<file path="config.mk">
export PLATFORM = sky130hd
export DESIGN_NAME = mem_port_arbiter_flat
export DESIGN_NICKNAME = d
export VERILOG_FILES = /design/src/rtl/mem_port_arbiter_if.sv /design/src/rtl/mem_port_arbiter.sv /design/src/flat_wrapper.sv
export SDC_FILE = /design/constraint.sdc
export NUM_CORES = 1
export LEC_CHECK = 0
export CORE_AREA = 2 2 97 99
export CTS_BUF_LIST = sky130_fd_sc_hd__clkbuf_4
export DETAILED_ROUTE_END_ITERATION = 8
export DIE_AREA = 0 0 99 101
export PLACE_DENSITY_LB_ADDON = 0.15
export SLEW_MARGIN = 20
export SYNTH_ARGS = -nofsm -noshare
export SYNTH_HDL_FRONTEND = slang
export SYNTH_SLANG_ARGS = --single-unit
</file>
<file path="constraint.sdc">
create_clock -name risc_clk -period 1.6 [get_ports risc_clk]
set_input_delay 0.16 -clock risc_clk [delete_from_list [all_inputs] [get_ports risc_clk]]
set_output_delay 0.16 -clock risc_clk [all_outputs]
set_load 0.1 [all_outputs]
</file>
<file path="src/rtl/mem_port_arbiter_if.sv">
// Handshake bundle between the fetch unit, the MEM stage, the shared
// memory and the port arbiter. The arbiter uses the slave view; the core
// and memory side together use the master view.
interface mem_port_arbiter_if #(
    parameter int ADDR_W = 6
);
    // Instruction-fetch port
    logic              if_req;
    logic [31:0]       if_addr;
    logic              if_flush;
    logic              if_gnt;
    logic              if_rvalid;
    logic [31:0]       if_rdata;

    // Data-access port
    logic              d_req;
    logic              d_we;
    logic [2:0]        d_func3;
    logic [31:0]       d_addr;
    logic [31:0]       d_wdata;
    logic              d_gnt;
    logic              d_rvalid;
    logic [31:0]       d_rdata;

    // Unified memory command / read data
    logic [ADDR_W-1:0] mem_addr;
    logic              mem_read;
    logic              mem_write;
    logic [2:0]        mem_func3;
    logic [31:0]       mem_wdata;
    logic [31:0]       mem_rdata;

    modport master (
        output if_req, if_addr, if_flush,
        input  if_gnt, if_rvalid, if_rdata,
        output d_req, d_we, d_func3, d_addr, d_wdata,
        input  d_gnt, d_rvalid, d_rdata,
        input  mem_addr, mem_read, mem_write, mem_func3, mem_wdata,
        output mem_rdata
    );

    modport slave (
        input  if_req, if_addr, if_flush,
        output if_gnt, if_rvalid, if_rdata,
        input  d_req, d_we, d_func3, d_addr, d_wdata,
        output d_gnt, d_rvalid, d_rdata,
        output mem_addr, mem_read, mem_write, mem_func3, mem_wdata,
        input  mem_rdata
    );
endinterface

</file>
<file path="src/rtl/mem_port_arbiter.sv">
// Shares one unified memory between instruction fetch and the MEM stage.
// Data accesses win conflicts unless fetch has been denied STARVE_MAX
// cycles in a row. Read data returns one cycle after the grant and is
// steered to whichever port owned the access.
module mem_port_arbiter #(
    parameter int ADDR_W     = 6,
    parameter int STARVE_MAX = 4
) (
    input  logic                risc_clk,
    input  logic                rst,
    mem_port_arbiter_if.slave   bus
);
    localparam int               CNT_W   = $clog2(STARVE_MAX + 1);
    localparam logic [CNT_W-1:0] CNT_MAX = CNT_W'(STARVE_MAX);

    typedef enum logic [1:0] {
        IDLE    = 2'd0,
        RESP_IF = 2'd1,
        RESP_D  = 2'd2
    } state_t;

    state_t           state_reg;
    logic             owner_store_reg;
    logic [CNT_W-1:0] starve_cnt_reg;

    logic if_eligible;
    logic starved;
    logic if_gnt_int;
    logic d_gnt_int;

    // Only the low address bits reach the memory.
    logic unused_addr_bits;
    assign unused_addr_bits = ^{bus.if_addr[31:ADDR_W], bus.d_addr[31:ADDR_W]};

    // Same-cycle grant: data first, fetch when starved (unless being flushed).
    always_comb begin
        if_eligible = bus.if_req & ~bus.if_flush;
        starved     = (starve_cnt_reg == CNT_MAX);
        d_gnt_int   = ~rst & bus.d_req & ~(starved & if_eligible);
        if_gnt_int  = ~rst & if_eligible & (~bus.d_req | starved);
        bus.d_gnt   = d_gnt_int;
        bus.if_gnt  = if_gnt_int;
    end

    // Memory command for the granted owner; all-zero when nothing is granted.
    always_comb begin
        bus.mem_addr  = '0;
        bus.mem_read  = 1'b0;
        bus.mem_write = 1'b0;
        bus.mem_func3 = 3'b000;
        bus.mem_wdata = 32'h0;
        if (if_gnt_int) begin
            bus.mem_addr  = bus.if_addr[ADDR_W-1:0];
            bus.mem_read  = 1'b1;
            bus.mem_func3 = 3'b010;
        end else if (d_gnt_int) begin
            bus.mem_addr  = bus.d_addr[ADDR_W-1:0];
            bus.mem_read  = ~bus.d_we;
            bus.mem_write = bus.d_we;
            bus.mem_func3 = bus.d_func3;
            bus.mem_wdata = bus.d_wdata;
        end
    end

    // Response FSM: remembers who owns the access whose data arrives next cycle.
    always_ff @(posedge risc_clk) begin
        if (rst) begin
            state_reg       <= IDLE;
            owner_store_reg <= 1'b0;
        end else if (if_gnt_int) begin
            state_reg       <= RESP_IF;
            owner_store_reg <= 1'b0;
        end else if (d_gnt_int) begin
            state_reg       <= RESP_D;
            owner_store_reg <= bus.d_we;
        end else begin
            state_reg       <= IDLE;
            owner_store_reg <= 1'b0;
        end
    end

    // Count consecutive cycles in which a pending fetch was refused.
    always_ff @(posedge risc_clk) begin
        if (rst) begin
            starve_cnt_reg <= '0;
        end else if (!bus.if_req || if_gnt_int) begin
            starve_cnt_reg <= '0;
        end else if (starve_cnt_reg != CNT_MAX) begin
            starve_cnt_reg <= starve_cnt_reg + 1'b1;
        end
    end

    // Steer returning data; a flush drops a fetch response, reset drops any.
    always_comb begin
        bus.if_rvalid = ~rst & (state_reg == RESP_IF) & ~bus.if_flush;
        bus.d_rvalid  = ~rst & (state_reg == RESP_D);
        bus.if_rdata  = bus.if_rvalid ? bus.mem_rdata : 32'h0;
        bus.d_rdata   = (bus.d_rvalid & ~owner_store_reg) ? bus.mem_rdata : 32'h0;
    end
endmodule

</file>
<file path="src/flat_wrapper.sv">
// flat-port wrapper written by rule: the top's interface ports become plain ports
module mem_port_arbiter_flat 
#(
    parameter int ADDR_W     = 6,
    parameter int STARVE_MAX = 4
)
  (risc_clk, rst, bus_if_req, bus_if_addr, bus_if_flush, bus_if_gnt, bus_if_rvalid, bus_if_rdata, bus_d_req, bus_d_we, bus_d_func3, bus_d_addr, bus_d_wdata, bus_d_gnt, bus_d_rvalid, bus_d_rdata, bus_mem_addr, bus_mem_read, bus_mem_write, bus_mem_func3, bus_mem_wdata, bus_mem_rdata);
  mem_port_arbiter_if #(.ADDR_W(ADDR_W)) bus_i ();
  input  logic risc_clk;
  input  logic rst;
  input wire logic [$bits(bus_i.if_req)-1:0] bus_if_req;
  input wire logic [$bits(bus_i.if_addr)-1:0] bus_if_addr;
  input wire logic [$bits(bus_i.if_flush)-1:0] bus_if_flush;
  output wire logic [$bits(bus_i.if_gnt)-1:0] bus_if_gnt;
  output wire logic [$bits(bus_i.if_rvalid)-1:0] bus_if_rvalid;
  output wire logic [$bits(bus_i.if_rdata)-1:0] bus_if_rdata;
  input wire logic [$bits(bus_i.d_req)-1:0] bus_d_req;
  input wire logic [$bits(bus_i.d_we)-1:0] bus_d_we;
  input wire logic [$bits(bus_i.d_func3)-1:0] bus_d_func3;
  input wire logic [$bits(bus_i.d_addr)-1:0] bus_d_addr;
  input wire logic [$bits(bus_i.d_wdata)-1:0] bus_d_wdata;
  output wire logic [$bits(bus_i.d_gnt)-1:0] bus_d_gnt;
  output wire logic [$bits(bus_i.d_rvalid)-1:0] bus_d_rvalid;
  output wire logic [$bits(bus_i.d_rdata)-1:0] bus_d_rdata;
  output wire logic [$bits(bus_i.mem_addr)-1:0] bus_mem_addr;
  output wire logic [$bits(bus_i.mem_read)-1:0] bus_mem_read;
  output wire logic [$bits(bus_i.mem_write)-1:0] bus_mem_write;
  output wire logic [$bits(bus_i.mem_func3)-1:0] bus_mem_func3;
  output wire logic [$bits(bus_i.mem_wdata)-1:0] bus_mem_wdata;
  input wire logic [$bits(bus_i.mem_rdata)-1:0] bus_mem_rdata;
  assign bus_i.if_req = bus_if_req;
  assign bus_i.if_addr = bus_if_addr;
  assign bus_i.if_flush = bus_if_flush;
  assign bus_if_gnt = bus_i.if_gnt;
  assign bus_if_rvalid = bus_i.if_rvalid;
  assign bus_if_rdata = bus_i.if_rdata;
  assign bus_i.d_req = bus_d_req;
  assign bus_i.d_we = bus_d_we;
  assign bus_i.d_func3 = bus_d_func3;
  assign bus_i.d_addr = bus_d_addr;
  assign bus_i.d_wdata = bus_d_wdata;
  assign bus_d_gnt = bus_i.d_gnt;
  assign bus_d_rvalid = bus_i.d_rvalid;
  assign bus_d_rdata = bus_i.d_rdata;
  assign bus_mem_addr = bus_i.mem_addr;
  assign bus_mem_read = bus_i.mem_read;
  assign bus_mem_write = bus_i.mem_write;
  assign bus_mem_func3 = bus_i.mem_func3;
  assign bus_mem_wdata = bus_i.mem_wdata;
  assign bus_i.mem_rdata = bus_mem_rdata;
  mem_port_arbiter #(.ADDR_W(ADDR_W), .STARVE_MAX(STARVE_MAX)) u_core (.risc_clk(risc_clk), .rst(rst), .bus(bus_i));
endmodule
</file>
# == After elaboration in Yosys (flattened, before gate mapping) ==
# Index checks and enable logic that the tools add are counted.
# word_totals
wordCells,44
regBits,6
# classes
n_addsub,1
mux,14
reduce_logical,4
n_eq_ne,4
bitwise,17
# op_table
operator,count
$mux 32,4
$mux 6,2
$and 1x1->1,10
$mux 3,2
$not 1->1,6
$mux 1,5
$reduce_or 2->1,2
$add 3x1->3 const B,1
$eq 3x3->1 const B,1
$ne 3x3->1 const B,1
$eq 2x1->1 const B,1
$eq 2x2->1 const B,1
$mux 2,1
$logic_not 1->1,1
$logic_or 1x1->1,1
$or 1x1->1,1

# == Longest topological paths before layout ==
# logic_depth
ltp_word,7
mapped_depth,5

# == Worst setup path after synthesis ==
# Ideal clock, no wire load.
# synth_path
kind,register -> output
from,register u_core.starve_cnt_reg[0]
to,output bus_mem_read
arrival_ps,2916
required_ps,1440
n_path_buf,0
stages_incl_launch_ff,6
setup_slack_ps,-1476
path_cell_list,dfxtp_1 > inv_1 > ha_1 > a21boi_2 > nor4b_4 > o21bai_1
# synth_via
elab_cells_between_ends,8
cone_classes,1 x eq/ne; 2 x mux; 5 x bitwise
# synth_rtl
element,line_no,text
"start, declared",mem_port_arbiter.sv:24,logic [CNT_W-1:0] starve_cnt_reg;
"start signal, assigned",mem_port_arbiter.sv:89,starve_cnt_reg <= starve_cnt_reg + 1'b1;
$eq 3x3->1,mem_port_arbiter.sv:38,starved = (starve_cnt_reg == CNT_MAX);
$or 1x1->1,mem_port_arbiter.sv:40,if_gnt_int = ~rst & if_eligible & (~bus.d_req | starved);
$and 1x1->1,mem_port_arbiter.sv:40,
named net bus_if_gnt,flat_wrapper.sv:14,output wire logic [$bits(bus_i.if_gnt)-1:0] bus_if_gnt;
$mux 1,mem_port_arbiter.sv:52,if (if_gnt_int) begin
"end, declared",flat_wrapper.sv:26,output wire logic [$bits(bus_i.mem_read)-1:0] bus_mem_read;
# The timed path passes the listed nets, and every way through them passes these cells.

# == Worst setup path in the final report ==
# layout_path
from,register u_core.starve_cnt_reg[1]
to,output bus_mem_read
# layout_via
elab_chain_len,6
elab_cells_between_ends,8
cone_classes,1 x eq/ne; 2 x mux; 5 x bitwise
# layout_lines
element,line_no,text
$eq 3x3->1 (*),mem_port_arbiter.sv:38,
$and 1x1->1,mem_port_arbiter.sv:39,d_gnt_int = ~rst & bus.d_req & ~(starved & if_eligible);
$not 1->1,mem_port_arbiter.sv:39,
$and 1x1->1,mem_port_arbiter.sv:39,
$mux 1,mem_port_arbiter.sv:56,end else if (d_gnt_int) begin
$mux 1 (*),mem_port_arbiter.sv:52,
# Mark *: on every way between the ends. The rest lies on a longest branch, timed or not.

==> qor.yml <==
detailed_routing:
  wl_per_cell_um: 14.8
  drt_iter0_markers: 16
  wl_mm: 7.13
  first_pass_iters: 4
  vias_per_cell: 3.99
  drc_errors: 0
  via_count: 1916
  ant_nets: 0
timing:
  slew_violations: 0
  tightest_slew_ps: 301
  layout_setup_ws_ps: -203
  slew_headroom_pct: 79.9
  fin_crit_ps: 1800
  period_share_pct: 113
  tns_ps: -14240
  rsz0062_at_grt: "true"
  fmax_mhz: 555
  setup_viol: 109
  hold_viol: 0
  fin_skew_ps: 1.05
clock_tree:
  clk_latency_ps: 250
  numCtsBuffers: 3
  cts.reportedPaths.clkPinSlew_ps: 40
  clockBufferDepth: 2
  h-tree-depth: 1
  cts_num_sinks: 6
  holdBufCountCts: 0
  cts-root-buf: "clkbuf_4"
  cts_tree: "built"
global_route:
  grt_overflow: 0
  grt_max_degree: 24
  grt_pass1_wl_mm: 10.5
  grt_use_total_pct: 13.5
  grt_pass1_vias: 1929
  antenna_found_initial: 0
floorplanning:
  io_pins: 248
  die_h_um: 101
  rows: 35
  die_area_um2: 10000
  core_area_um2: 8980
  die_x_um: 99
  start_util_pct: 12.3
logic_synthesis:
  ys_seq_elements: 6
  synthFlopType: "dfxtp_1"
  async_flop_share_pct: 0
  synth_area_um2: 1100
  synth_enable_flop_cells: 0
  syn_nets: 289
  seq_area_frac_synth_pct: 10.9
  syn_inst: 150
  synth_cell_type_count: 27
  avgSynthCellArea_um2: 7.33
  ys_warn_count: 0
setup_path:
  end_kind: "output port"
  r2r_setup_slack_ps: 350
  required_ps: 1440
  start_kind: "flop"
  path_class: "reg -> out"
  cp.arrival_ps: 1640
  path_max_fanout: 9
placement:
  dpl.hpwl_mm: 5.93
  portBuffers: 195
  placed_area_um2: 4720
  dp_cells: 465
  place_congestion: 0.826
outcome:
  violations: "negative setup slack"
  outcome: "finished, violations left"
power:
  powerDensity_nw_per_um2: 334
  p_leak_nw: 2.09
  ir_drop_mv: 0.197
cells_and_area:
  diodes: 0
  areaGrowthSynthToFinish_pct: 354
  final_cell_count_no_fill: 480
  largest_reg_flops: 3
  drive_gt1_share_pct: 72.1
  nFillCells: 773
  final_nets: 510
  design_area_um2: 5000
hold_path:
  hold_class: "in -> reg"
job:
  drv_cap: 0
[critical path: stages, from the launching register on]
cell	delay [ps]
dfxtp_2	310
inv_2	60
ha_4	180
a21boi_4	70
nor4b_4	270
buf_12	160
o21bai_2	140
buf_12	200
[worst paths after layout]
| check | start | to | cells past startpoint |
|---|---|---|---|
| max | u_core.starve_cnt_reg[1] | bus_mem_read | 7 |
| min reg2reg | u_core.starve_cnt_reg[0] | u_core.starve_cnt_reg[0] | 3 |
| max reg2reg | u_core.starve_cnt_reg[1] | u_core.starve_cnt_reg[2] | 6 |
| min | bus_if_flush | u_core.state_reg[1] | 3 |
[power breakdown]
| group | switching [W] | total [W] | internal, W | leakage, nW |
|---|---|---|---|---|
| clock network | 0.0000563 | 0.000141 | 0.0000849 | 0.0138 |
| registers | 0.00000364 | 0.000160 | 0.000156 | 0.0506 |
| logic | 0.000751 | 0.00137 | 0.000617 | 2.03 |
[metal layers]
metal,global-route usage (%),up-vias,share of wire (%)
met3,4.58,8,11
li1,-,915,-
met2,25.1,148,51
met1,14.6,845,36
met5,0,-,0
met4,3.69,0,1.8
[cells in the mapped netlist (2+ instances only)]
cell type | count | area, um2
a22o_1 | 6 | 52.6
and2_1 | 100 | 626
buf_2 | 4 | 20.0
clkbuf_1 | 2 | 7.51
clkbuf_2 | 3 | 15.0
dfxtp_1 | 6 | 120
ha_1 | 2 | 25.0
inv_1 | 3 | 11.3
nand2_1 | 3 | 11.3
nor2_1 | 3 | 11.3
nor4b_4 | 2 | 47.6
[final cells by class]
cell class	instances	area, um2	area share [%]
Timing Repair Buffer	226	3500	70.0
Multi-Input combinational cell	130	1200	24.0
Tap cell	111	139	2.78
Sequential cell	6	125	2.50
Clock buffer	3	22.5	0.451
Inverter	4	15.0	0.300
[per-stage QoR]
step                      power, W  hold WS (ps)  setup slack [ps]  util (%)
after global placement     0.00151           583              -301      52.6
after CTS                  0.00167           438              -222      55.4
after floorplan           0.000888           237             -1300         -
after detailed placement   0.00151           595              -320      52.6
after global routing       0.00173           463              -273      55.7
final                      0.00167           445              -203      55.7
[layout by cell type, fill, tap and decap left out, types with 2 or more instances in the layout]
cell type,n
clkbuf_16,2
clkdlybuf4s50_1,81
and2_4,99
dfxtp_2,4
a22o_2,6
nand2_1,3
clkbuf_4,3
nor4b_4,2
buf_16,3
buf_12,118
nor2_1,3
buf_6,4
dlygate4sd2_1,3
inv_2,3
buf_4,14
dfxtp_1,2
[timing repair]
action / CTS / global route
cloned: 4 / 3
setup buffers: 7 / 1
pin swaps: 17 / 10
setup endpoints to repair: 110 / 110
gates resized for setup: 34 / 4
hold endpoints to repair: 0 / 0
[logic make-up (layout without fill, tap and decap cells)]
logic type               Yosys count  in the layout  synth area share [%]
AO/OA/AOI/OAI                     13             13                  11.7
XOR/XNOR                           1              1                 0.797
adder cells (fa/ha/maj)            2              2                  2.27
buffers and inverters             14            233                  6.26
flip-flops                         6              6                  10.9
AND/OR/NAND/NOR                  114            114                  68.0
Note: power is estimated with default switching activity, not from simulation.
